--- src/rtl/cpu_pkg.sv ---
// Shared CPU core types: register names, bus timing states and ops.
// Imported by every core unit.
package cpu_pkg;

  typedef enum logic [3:0] {
    REG_B, REG_C, REG_D, REG_E,
    REG_H, REG_L, REG_A, REG_F,
    REG_W, REG_Z,
    REG_SPH, REG_SPL,
    REG_PCH, REG_PCL
  } register_n_t;

  typedef enum logic [1:0] {
    T1, T2, T3, T4
  } t_state_t;

  typedef enum logic [1:0] {
    BUS_IDLE, BUS_READ, BUS_WRITE
  } bus_op_t;

  localparam int BUS_ADDR_W = 16;
  localparam int BUS_DATA_W = 8;

  function automatic t_state_t t_next(
    input t_state_t t
  );
    t_state_t n;
    unique case (t)
      T1: n = T2;
      T2: n = T3;
      T3: n = T4;
      default: n = T1;
    endcase
    return n;
  endfunction

endpackage

--- src/rtl/bus_ctrl_mcycle_timer.sv ---
// Free-running T-state counter, four T-states per M-cycle.
// Freezes while bus_stall is high.
import cpu_pkg::*;

module mcycle_timer (
  input  logic     clk,
  input  logic     rst_n,
  input  logic     bus_stall,
  output t_state_t t_state,
  output logic     m_start
);

  t_state_t t_q;
  logic     m_q;

  // advance T-state and register the T1 decode
  always_ff @(posedge clk or negedge rst_n) begin
    if (!rst_n) begin
      t_q <= T1;
      m_q <= 1'b0;
    end else if (!bus_stall) begin
      t_q <= t_next(t_q);
      m_q <= (t_q == T4);
    end
  end

  assign t_state = t_q;
  assign m_start = m_q & ~bus_stall;

endmodule

--- src/rtl/bus_ctrl.sv ---
// M-cycle bus controller: single-byte reads and writes,
// read data forwarded to the register file in T4.
import cpu_pkg::*;

module bus_ctrl #(
  parameter int ADDR_W = BUS_ADDR_W,
  parameter int DATA_W = BUS_DATA_W
) (
  input  logic              clk,
  input  logic              rst_n,
  input  logic              bus_stall,
  input  logic              req_valid,
  output logic              req_ready,
  input  logic              req_write,
  input  logic [ADDR_W-1:0] req_addr,
  input  logic [DATA_W-1:0] req_wdata,
  input  register_n_t       req_dst,
  output logic              rf_write_r,
  output register_n_t       rf_write_reg_r,
  output logic [DATA_W-1:0] rf_data_in_r,
  output logic [ADDR_W-1:0] bus_addr,
  output logic              bus_rd,
  output logic              bus_wr,
  output logic [DATA_W-1:0] bus_wdata,
  input  logic [DATA_W-1:0] bus_rdata,
  output t_state_t          t_state,
  output logic              m_start,
  output logic              done
);

  bus_op_t           op_q;
  bus_op_t           op_d;
  logic [ADDR_W-1:0] addr_q;
  logic [DATA_W-1:0] wlat_q;
  logic [DATA_W-1:0] wdata_q;
  logic [DATA_W-1:0] rdata_q;
  register_n_t       dst_q;
  logic              adv;
  logic              t4;
  logic              accept;
  logic              fin;

  mcycle_timer u_timer (
    .clk       (clk),
    .rst_n     (rst_n),
    .bus_stall (bus_stall),
    .t_state   (t_state),
    .m_start   (m_start)
  );

  assign adv       = ~bus_stall;
  assign t4        = (t_state == T4);
  assign req_ready = t4 & adv;
  assign accept    = req_valid & req_ready;
  assign fin       = t4 & adv;

  // op register, only moves at the edge ending T4
  always_ff @(posedge clk or negedge rst_n) begin
    if (!rst_n) begin
      op_q <= BUS_IDLE;
    end else begin
      op_q <= op_d;
    end
  end

  // next op: accepted request, else idle
  always_comb begin
    op_d = op_q;
    if (req_ready) begin
      if (!req_valid) begin
        op_d = BUS_IDLE;
      end else if (req_write) begin
        op_d = BUS_WRITE;
      end else begin
        op_d = BUS_READ;
      end
    end
  end

  // request latches, write-data launch and read capture
  always_ff @(posedge clk or negedge rst_n) begin
    if (!rst_n) begin
      addr_q  <= '0;
      wlat_q  <= '0;
      wdata_q <= '0;
      rdata_q <= '0;
      dst_q   <= REG_B;
    end else begin
      if (accept) begin
        addr_q <= req_addr;
        wlat_q <= req_wdata;
        dst_q  <= req_dst;
      end
      if (adv && op_q == BUS_WRITE
          && t_state == T1) begin
        wdata_q <= wlat_q;
      end
      if (adv && op_q == BUS_READ
          && t_state == T3) begin
        rdata_q <= bus_rdata;
      end
    end
  end

  // strobes and completion decoded from op and T-state
  always_comb begin
    bus_rd     = 1'b0;
    bus_wr     = 1'b0;
    rf_write_r = 1'b0;
    done       = 1'b0;
    unique case (op_q)
      BUS_READ: begin
        bus_rd     = (t_state == T2)
                   | (t_state == T3);
        rf_write_r = fin;
        done       = fin;
      end
      BUS_WRITE: begin
        bus_wr = (t_state == T2)
               | (t_state == T3);
        done   = fin;
      end
      default: begin
        bus_rd = 1'b0;
      end
    endcase
  end

  assign rf_write_reg_r = rf_write_r ? dst_q : REG_B;
  assign rf_data_in_r   = rf_write_r ? rdata_q : '0;
  assign bus_addr       = addr_q;
  assign bus_wdata      = wdata_q;

endmodule

--- config.mk ---
export PLATFORM = sky130hd
export DESIGN_NAME = bus_ctrl
export DESIGN_NICKNAME = d
export VERILOG_FILES = /design/src/rtl/cpu_pkg.sv /design/src/rtl/bus_ctrl_mcycle_timer.sv /design/src/rtl/bus_ctrl.sv
export SDC_FILE = /design/constraint.sdc
export NUM_CORES = 1
export LEC_CHECK = 0
export ABC_CLOCK_PERIOD_IN_PS = 1850
export CORE_ASPECT_RATIO = 1.2
export CORE_UTILIZATION = 49
export DETAILED_ROUTE_END_ITERATION = 10
export DONT_BUFFER_PORTS = 1
export GPL_ROUTABILITY_DRIVEN = 1
export PLACE_DENSITY = 0.61
export SLEW_MARGIN = 20
export SYNTH_ARGS = -nofsm -noshare
export SYNTH_HDL_FRONTEND = slang
export SYNTH_SLANG_ARGS = --single-unit
--- constraint.sdc ---
create_clock -name clk -period 1.85 [get_ports clk]
set_input_delay 0.37 -clock clk [delete_from_list [all_inputs] [get_ports clk]]
set_output_delay 0.37 -clock clk [all_outputs]
set_load 0.1 [all_outputs]
==> results by group, run 1 <==
Outcome
  • Result of the run: finished, violations left
  • Violations in the final reports: negative setup slack

Timing
  • Slew of the pin with the lowest slew margin: 926 ps
  • Final clock period utilization by the worst path: 103%
  • Worst slew margin relative to its limit: 38.2%
  • Max Fclk: 526 MHz
  • Clk_skew: 2.75 ps
  • Setup TNS after final layout: -453 ps
  • Max-slew violation count: 0
  • Minimum clock period: 1900 ps
  • Final Hold Viols: 0
  • Unrepaired setup endpoints after global routing: true
  • Post-route worst setup slack: -50.4 ps
  • Total of endpoints with negative setup slack in the final report: 13

Global routing
  • First-pass GRT wire length: 5660 µm
  • Total grt overflow: 0
  • Initial antenna violation count: 0
  • Total routing usage reported by global routing: 16.2%
  • Pin count of the biggest net entering global routing: 50
  • Vias in the first global route: 1157

Floorplanning
  • Number of ports placed on the die boundary: 85
  • Die Span X: 62.7 µm
  • Std-Cell Core Area: 4260 µm²
  • Area of the die: 4690 µm²
  • Placement Rows: 26
  • Floorplan die height: 74.8 µm
  • Initial cell density of the core: 50.8%

Finish
  • Ant. Diodes: 0
  • Ratio of cells with drive above 1 in the final layout: 60.4%
  • Footprint of the flip-flops and latches: 1230 µm²
  • Total Nets Final: 204
  • Layout-stage area growth over the synthesis result: 20.1%
  • Count of filler cells inserted in the layout: 348
  • Area used by multi-input combinational logic: 961 µm²

Worst hold path
  • Hold Crit Endpoint: u_timer.t_state[0]
  • Worst hold start: bus_stall
  • Cell depth of the worst hold path: 1
  • Type of the tightest min-delay check: in2reg

Route
  • Total wirelength of the detailed-routed design: 3670 µm
  • Residual antenna-violating net count after detailed routing: 0
  • DRC errors left: 0
  • Routed wire length per instance: 17.1 µm
  • Via count of the routed design: 1142
  • Number of iterations in the first detailed-routing pass: 3
  • Via count normalized by instance count: 5.31
  • Number of violations reported at the end of detailed-routing iteration 0: 26

Worst setup path
  • Longest individual stage delay on the worst path: 510 ps
  • Sequence of cells on the critical path: ha_4 -> and3b_2 -> and2_4
  • Largest delay share family, worst path: simple AND/OR/NAND/NOR gates
  • Arrival time at the worst endpoint: 1530 ps
  • Worst setup path class: reg2out
  • Critical path launch point type: register
  • Critical path buffer and inverter count: 0
  • Count of cell instances traversed by the critical path: 3
  • CP startpoint: u_timer.t_state[0]
  • RR Endpoint: wlat_q[5]
  • Cell depth of the worst flop-to-flop path: 5
  • Register-to-register path setup slack: 200 ps
  • Endpoint class of the critical path: output pin
  • Largest fanout of any net on the critical path: 7
  • Launching point of the worst reg2reg path: u_timer.t_state[0]
  • Cell at the slowest stage of the critical path: dfrtp_4
  • Data required, critical path: 1480 ps

Synth
  • Share of synthesized flip-flops with an asynchronous set or reset: 100%
  • Number of warnings printed during yosys synthesis: 0
  • Number of nets in the synthesized netlist: 183
  • Cell types occupying the most area after synthesis: dfrtp_1, mux2_4, mux2_2
  • Fraction of synthesized cell area taken by the top area cell type: 56.7%
  • Post-synthesis sequential area ratio: 56.7%
  • Post-synth EDFFs: 0
  • Library cell with the largest summed area after synthesis: dfrtp_1
  • Primary flip-flop cell chosen by synthesis mapping: dfrtp_1
  • Synthesized instance count: 137
  • Leading cell type by number of instances after synthesis: dfrtp_1
  • Most instantiated cells after synthesis: dfrtp_1, mux2_2, mux2_4
  • Average cell area after synthesis: 15.8 µm²
  • Number of distinct library cells after synthesis: 20
  • Number of storage elements in the synthesis netlist: 49
  • Post-Syn Area: 2160 µm²

CTS
  • Sink count of the clock tree: 49
  • Clock-pin slew reported for the worst setup and hold paths after clock tree synthesis: 80 ps
  • Root cell of the clock tree: clkbuf_8
  • Maximum count of clock buffers along a single path: 2
  • H-tree levels: 2
  • Clock latency on the worst-skew pair: 290 ps
  • CTS buffer count: 5
  • CTS tree: built

Job
  • Max-cap violations: 0

Placed design
  • Pre-CTS setup slack: 152 ps
  • Total of buffers placed on input and output ports: 0
  • Detail Placement HPWL: 2540 µm
  • Final weighted congestion in routability-driven placement: 0.708
[routing by layer]
layer  vias up  global-route usage (%)  share of wire (%)
li1        509                       -                  -
met2        49                    29.0                 53
met4         0                    6.98                1.5
met5         -                       0                  0
met1       577                    17.3                 38
met3         7                    6.36                7.9
[area by class of cell]
cell class	instances	area share, %
sequential	49	47.5
clock inverter	1	1.16
clock buffer	7	3.32
tap	56	2.70
timing repair buffer	18	7.80
multi-input combinational	80	37.0
inverter	4	0.578
[worst max path at each step]
stage                              endpoint
after detailed placement    rf_data_in_r[0]
after global routing      rf_write_reg_r[3]
after CTS                 rf_write_reg_r[3]
final                     rf_write_reg_r[3]
after global placement      rf_data_in_r[0]
after floorplan                        done
[cell usage in the layout (no fill, tap or decap)]
master and instances:
bufinv_16 1, o31ai_1 1, inv_2 1, dfrtp_4 2, a21o_1 1, buf_12 3, buf_4 11, nor2b_2 1
buf_6 2, ha_1 2, inv_1 3, and3b_2 2, nand3b_1 1, nor2b_4 2, nand2_1 2, clkbuf_1 1
nand3b_4 2, o21ai_0 1, dfrtp_1 47, nor2_1 1, mux2_4 20, mux2i_1 1, ha_4 3, dlygate4sd3_1 1
nand4bb_1 1, mux2_2 25, buf_16 1, clkbuf_8 6, and2_4 14
[what timing repair did]
item,4_1_cts,5_1_grt
resized for setup,5,2
hold endpoints to repair,49,0
pin swaps,13,6
cloned,1,0
buffers inserted,6,1
setup endpoints to repair,14,16
hold buffers,2,0
[kinds of logic after synthesis]
group / Yosys count / share of synthesized area [%]
buffers and inverters: 9 / 3.53
flip-flops: 49 / 56.7
AND/OR/NAND/NOR: 25 / 8.62
multiplexers: 46 / 27.4
adder cells (fa/ha/maj): 5 / 2.89
AO/OA/AOI/OAI: 3 / 0.925
[state kept, by name (all words and copies together) (netlist names)]
name and flops:
u_timer.m_q 1, op_q 2, u_timer.t_state 2, bus_wdata 8, dst_q 4, bus_addr 16, wlat_q 8, rdata_q 8
[worst register-to-register path, delay by kind of cell, from the launching register on]
family,cells,cell delay [ps]
adder cells (fa/ha/maj),1,180
buffers and inverters,2,320
flip-flops,1,510
multiplexers,1,340
AND/OR/NAND/NOR,1,200
[through the flow]
stage / hold WS (ps) / cell area (µm²) / std cells / util (%)
3_3_place_gp: 75.6 / 2350 / 197 / 55.1
3_5_place_dp: 75.8 / 2350 / 197 / 55.1
5_1_grt: 165 / 2600 / 215 / 61.0
2_1_floorplan: 74.4 / 2250 / 137 / -
6_report: 176 / 2600 / 215 / 61.0
4_1_cts: 165 / 2570 / 214 / 60.4
Power of run 1 is not shown: default switching activity piles up to over one toggle a cycle in this logic, so the estimate is an artifact.
==> inputs of run 2 (changes only) <==
- CORE_MARGIN: default -> 10
- RECOVER_POWER: default -> 50
==> run 2 against run 1 <==
The run still ends with negative setup slack left. Flip-flop and latch count did not move. Setup slack got worse by 8.1 ps. Hold slack got worse by 13 ps. Clock skew rose by 1.5 ps. Global-route usage fell by 4.2 points. Final cell count fell by 2.8%. Via count fell by 2.2%. Critical path type unchanged. Highest routed layer unchanged.
==> results by group, run 2 (same netlist as run 1, synthesis figures left out) <==
Global routing
  • Total grt overflow: 0
  • Total routing usage reported by global routing: 12.0%
  • First-pass GRT wire length: 6870 µm
  • Vias in the first global route: 1246
  • Initial antenna violation count: 0
  • Pin count of the biggest net entering global routing: 50

CTS
  • CTS buffer count: 5
  • H-tree levels: 2
  • Root cell of the clock tree: clkbuf_8
  • Clock-pin slew reported for the worst setup and hold paths after clock tree synthesis: 80 ps
  • Clock latency on the worst-skew pair: 290 ps
  • CTS tree: built
  • Maximum count of clock buffers along a single path: 2
  • Sink count of the clock tree: 49

Finish
  • Total Nets Final: 199
  • Layout-stage area growth over the synthesis result: 14.2%
  • Max FFs per register: 16
  • Ant. Diodes: 0
  • Count of filler cells inserted in the layout: 379
  • Most used cells in the layout excluding fill and tap cells: dfrtp_1, mux2_2, mux2_4
  • Most common library cell in the layout ignoring fill and taps: dfrtp_1
  • Ratio of cells with drive above 1 in the final layout: 58.2%
  • Utilization of the core after routing: 58.0%

Route
  • Met2 routed WL: 2400 µm
  • Number of iterations in the first detailed-routing pass: 4
  • Routed wire length per instance: 21.4 µm
  • Total wirelength of the detailed-routed design: 4480 µm
  • Number of violations reported at the end of detailed-routing iteration 0: 52
  • DRC errors left: 0
  • DR top layer: met4
  • Wire length on met3: 548 µm
  • Via count of the routed design: 1117
  • Sum of routed wire segments on met1: 1470 µm
  • Via count normalized by instance count: 5.34
  • Residual antenna-violating net count after detailed routing: 0

Timing
  • Final clock period utilization by the worst path: 103%
  • Final Hold Viols: 0
  • Setup TNS after final layout: -592 ps
  • Slew of the pin with the lowest slew margin: 1060 ps
  • Total of endpoints with negative setup slack in the final report: 13
  • Worst slew margin relative to its limit: 29.4%
  • Max Fclk: 524 MHz
  • Max-slew violation count: 0
  • Clk_skew: 4.25 ps
  • Post-route worst setup slack: -58.5 ps
  • Unrepaired setup endpoints after global routing: true
  • Minimum clock period: 1910 ps

Worst hold path
  • Cell depth of the worst hold path: 1
  • Type of the tightest min-delay check: in2reg
  • Hold Crit Endpoint: u_timer.t_state[0]
  • Worst hold start: bus_stall

Floorplanning
  • Std-Cell Core Area: 4260 µm²
  • Number of ports placed on the die boundary: 85
  • Placement Rows: 26
  • Floorplan die height: 92.8 µm
  • Die Span X: 80.7 µm
  • Initial cell density of the core: 50.8%
  • Area of the die: 7480 µm²

Worst setup path
  • Register-to-register path setup slack: 170 ps
  • RR Endpoint: bus_addr[0]
  • Endpoint class of the critical path: output pin
  • Launching point of the worst reg2reg path: u_timer.t_state[0]
  • Critical path launch point type: register
  • Data required, critical path: 1480 ps
  • Arrival time at the worst endpoint: 1540 ps
  • Largest fanout of any net on the critical path: 7
  • Cell depth of the worst flop-to-flop path: 5
  • Worst setup path class: reg2out

Outcome
  • Result of the run: finished, violations left
  • Violations in the final reports: negative setup slack

Placed design
  • Detail Placement HPWL: 3340 µm
  • Pre-CTS setup slack: 142 ps
  • Total of buffers placed on input and output ports: 0
  • Final weighted congestion in routability-driven placement: 0.681

Job
  • Max-cap violations: 0
-- run 2: cell types whose count changed in the layout (fill, tap and decap cells not counted), sizes merged --
cell and change:
buf -7, bufinv -1, clkbuf +1, clkinvlp +1
-- run 2: worst max path at each step --
| stage | from | endpoint | slack (ps) | cells past startpoint |
|---|---|---|---|---|
| 2_1_floorplan | u_timer.t_state[1] | done | -570 | 3 |
| 3_3_place_gp | u_timer.t_state[1] | rf_data_in_r[0] | 190 | 3 |
| 3_5_place_dp | op_q[1] | rf_data_in_r[0] | 140 | 4 |
| 4_1_cts | op_q[1] | rf_write_reg_r[0] | -80 | 4 |
| 5_1_grt | op_q[1] | rf_data_in_r[6] | -140 | 4 |
| 6_report | op_q[1] | rf_write_reg_r[0] | -60 | 4 |
-- run 2: stage by stage --
stage | hold slack (ps) | area [µm²] | cells
3_3_place_gp | 76.2 | 2330 | 196
2_1_floorplan | 74.4 | 2250 | 137
4_1_cts | 154 | 2510 | 209
5_1_grt | 148 | 2470 | 209
3_5_place_dp | 76.5 | 2330 | 196
6_report | 162 | 2470 | 209
-- run 2: critical path: stages (launching register included) --
cell and delay, ps:
dfrtp_1 400, inv_2 80, ha_4 140, and3b_2 270, and2_4 360
-- run 2: area by class of cell --
cell class | count | area, µm² | area share (%)
clock buffer | 6 | 82.6 | 3.34
clock inverter | 1 | 7.51 | 0.304
inverter | 4 | 15.0 | 0.608
multi-input combinational | 80 | 936 | 37.9
sequential | 49 | 1230 | 49.9
tap | 56 | 70.1 | 2.84
timing repair buffer | 13 | 125 | 5.07
-- run 2: what timing repair did --
action                                  CTS  global route
gates resized for setup                   6             1
buffers inserted                          3             0
endpoints found under the hold margin    49             0
endpoints found under the setup margin   13            15
cloned                                    1             0
pin swaps                                14             5
hold buffers                              2             0
-- run 2: layer usage --
metal | GRT usage, % | up-vias
met5 | 0 | -
met4 | 3.90 | 0
li1 | - | 498
met2 | 21.3 | 50
met3 | 6.77 | 5
met1 | 11.3 | 564
Power of run 2 is left out for the same reason.
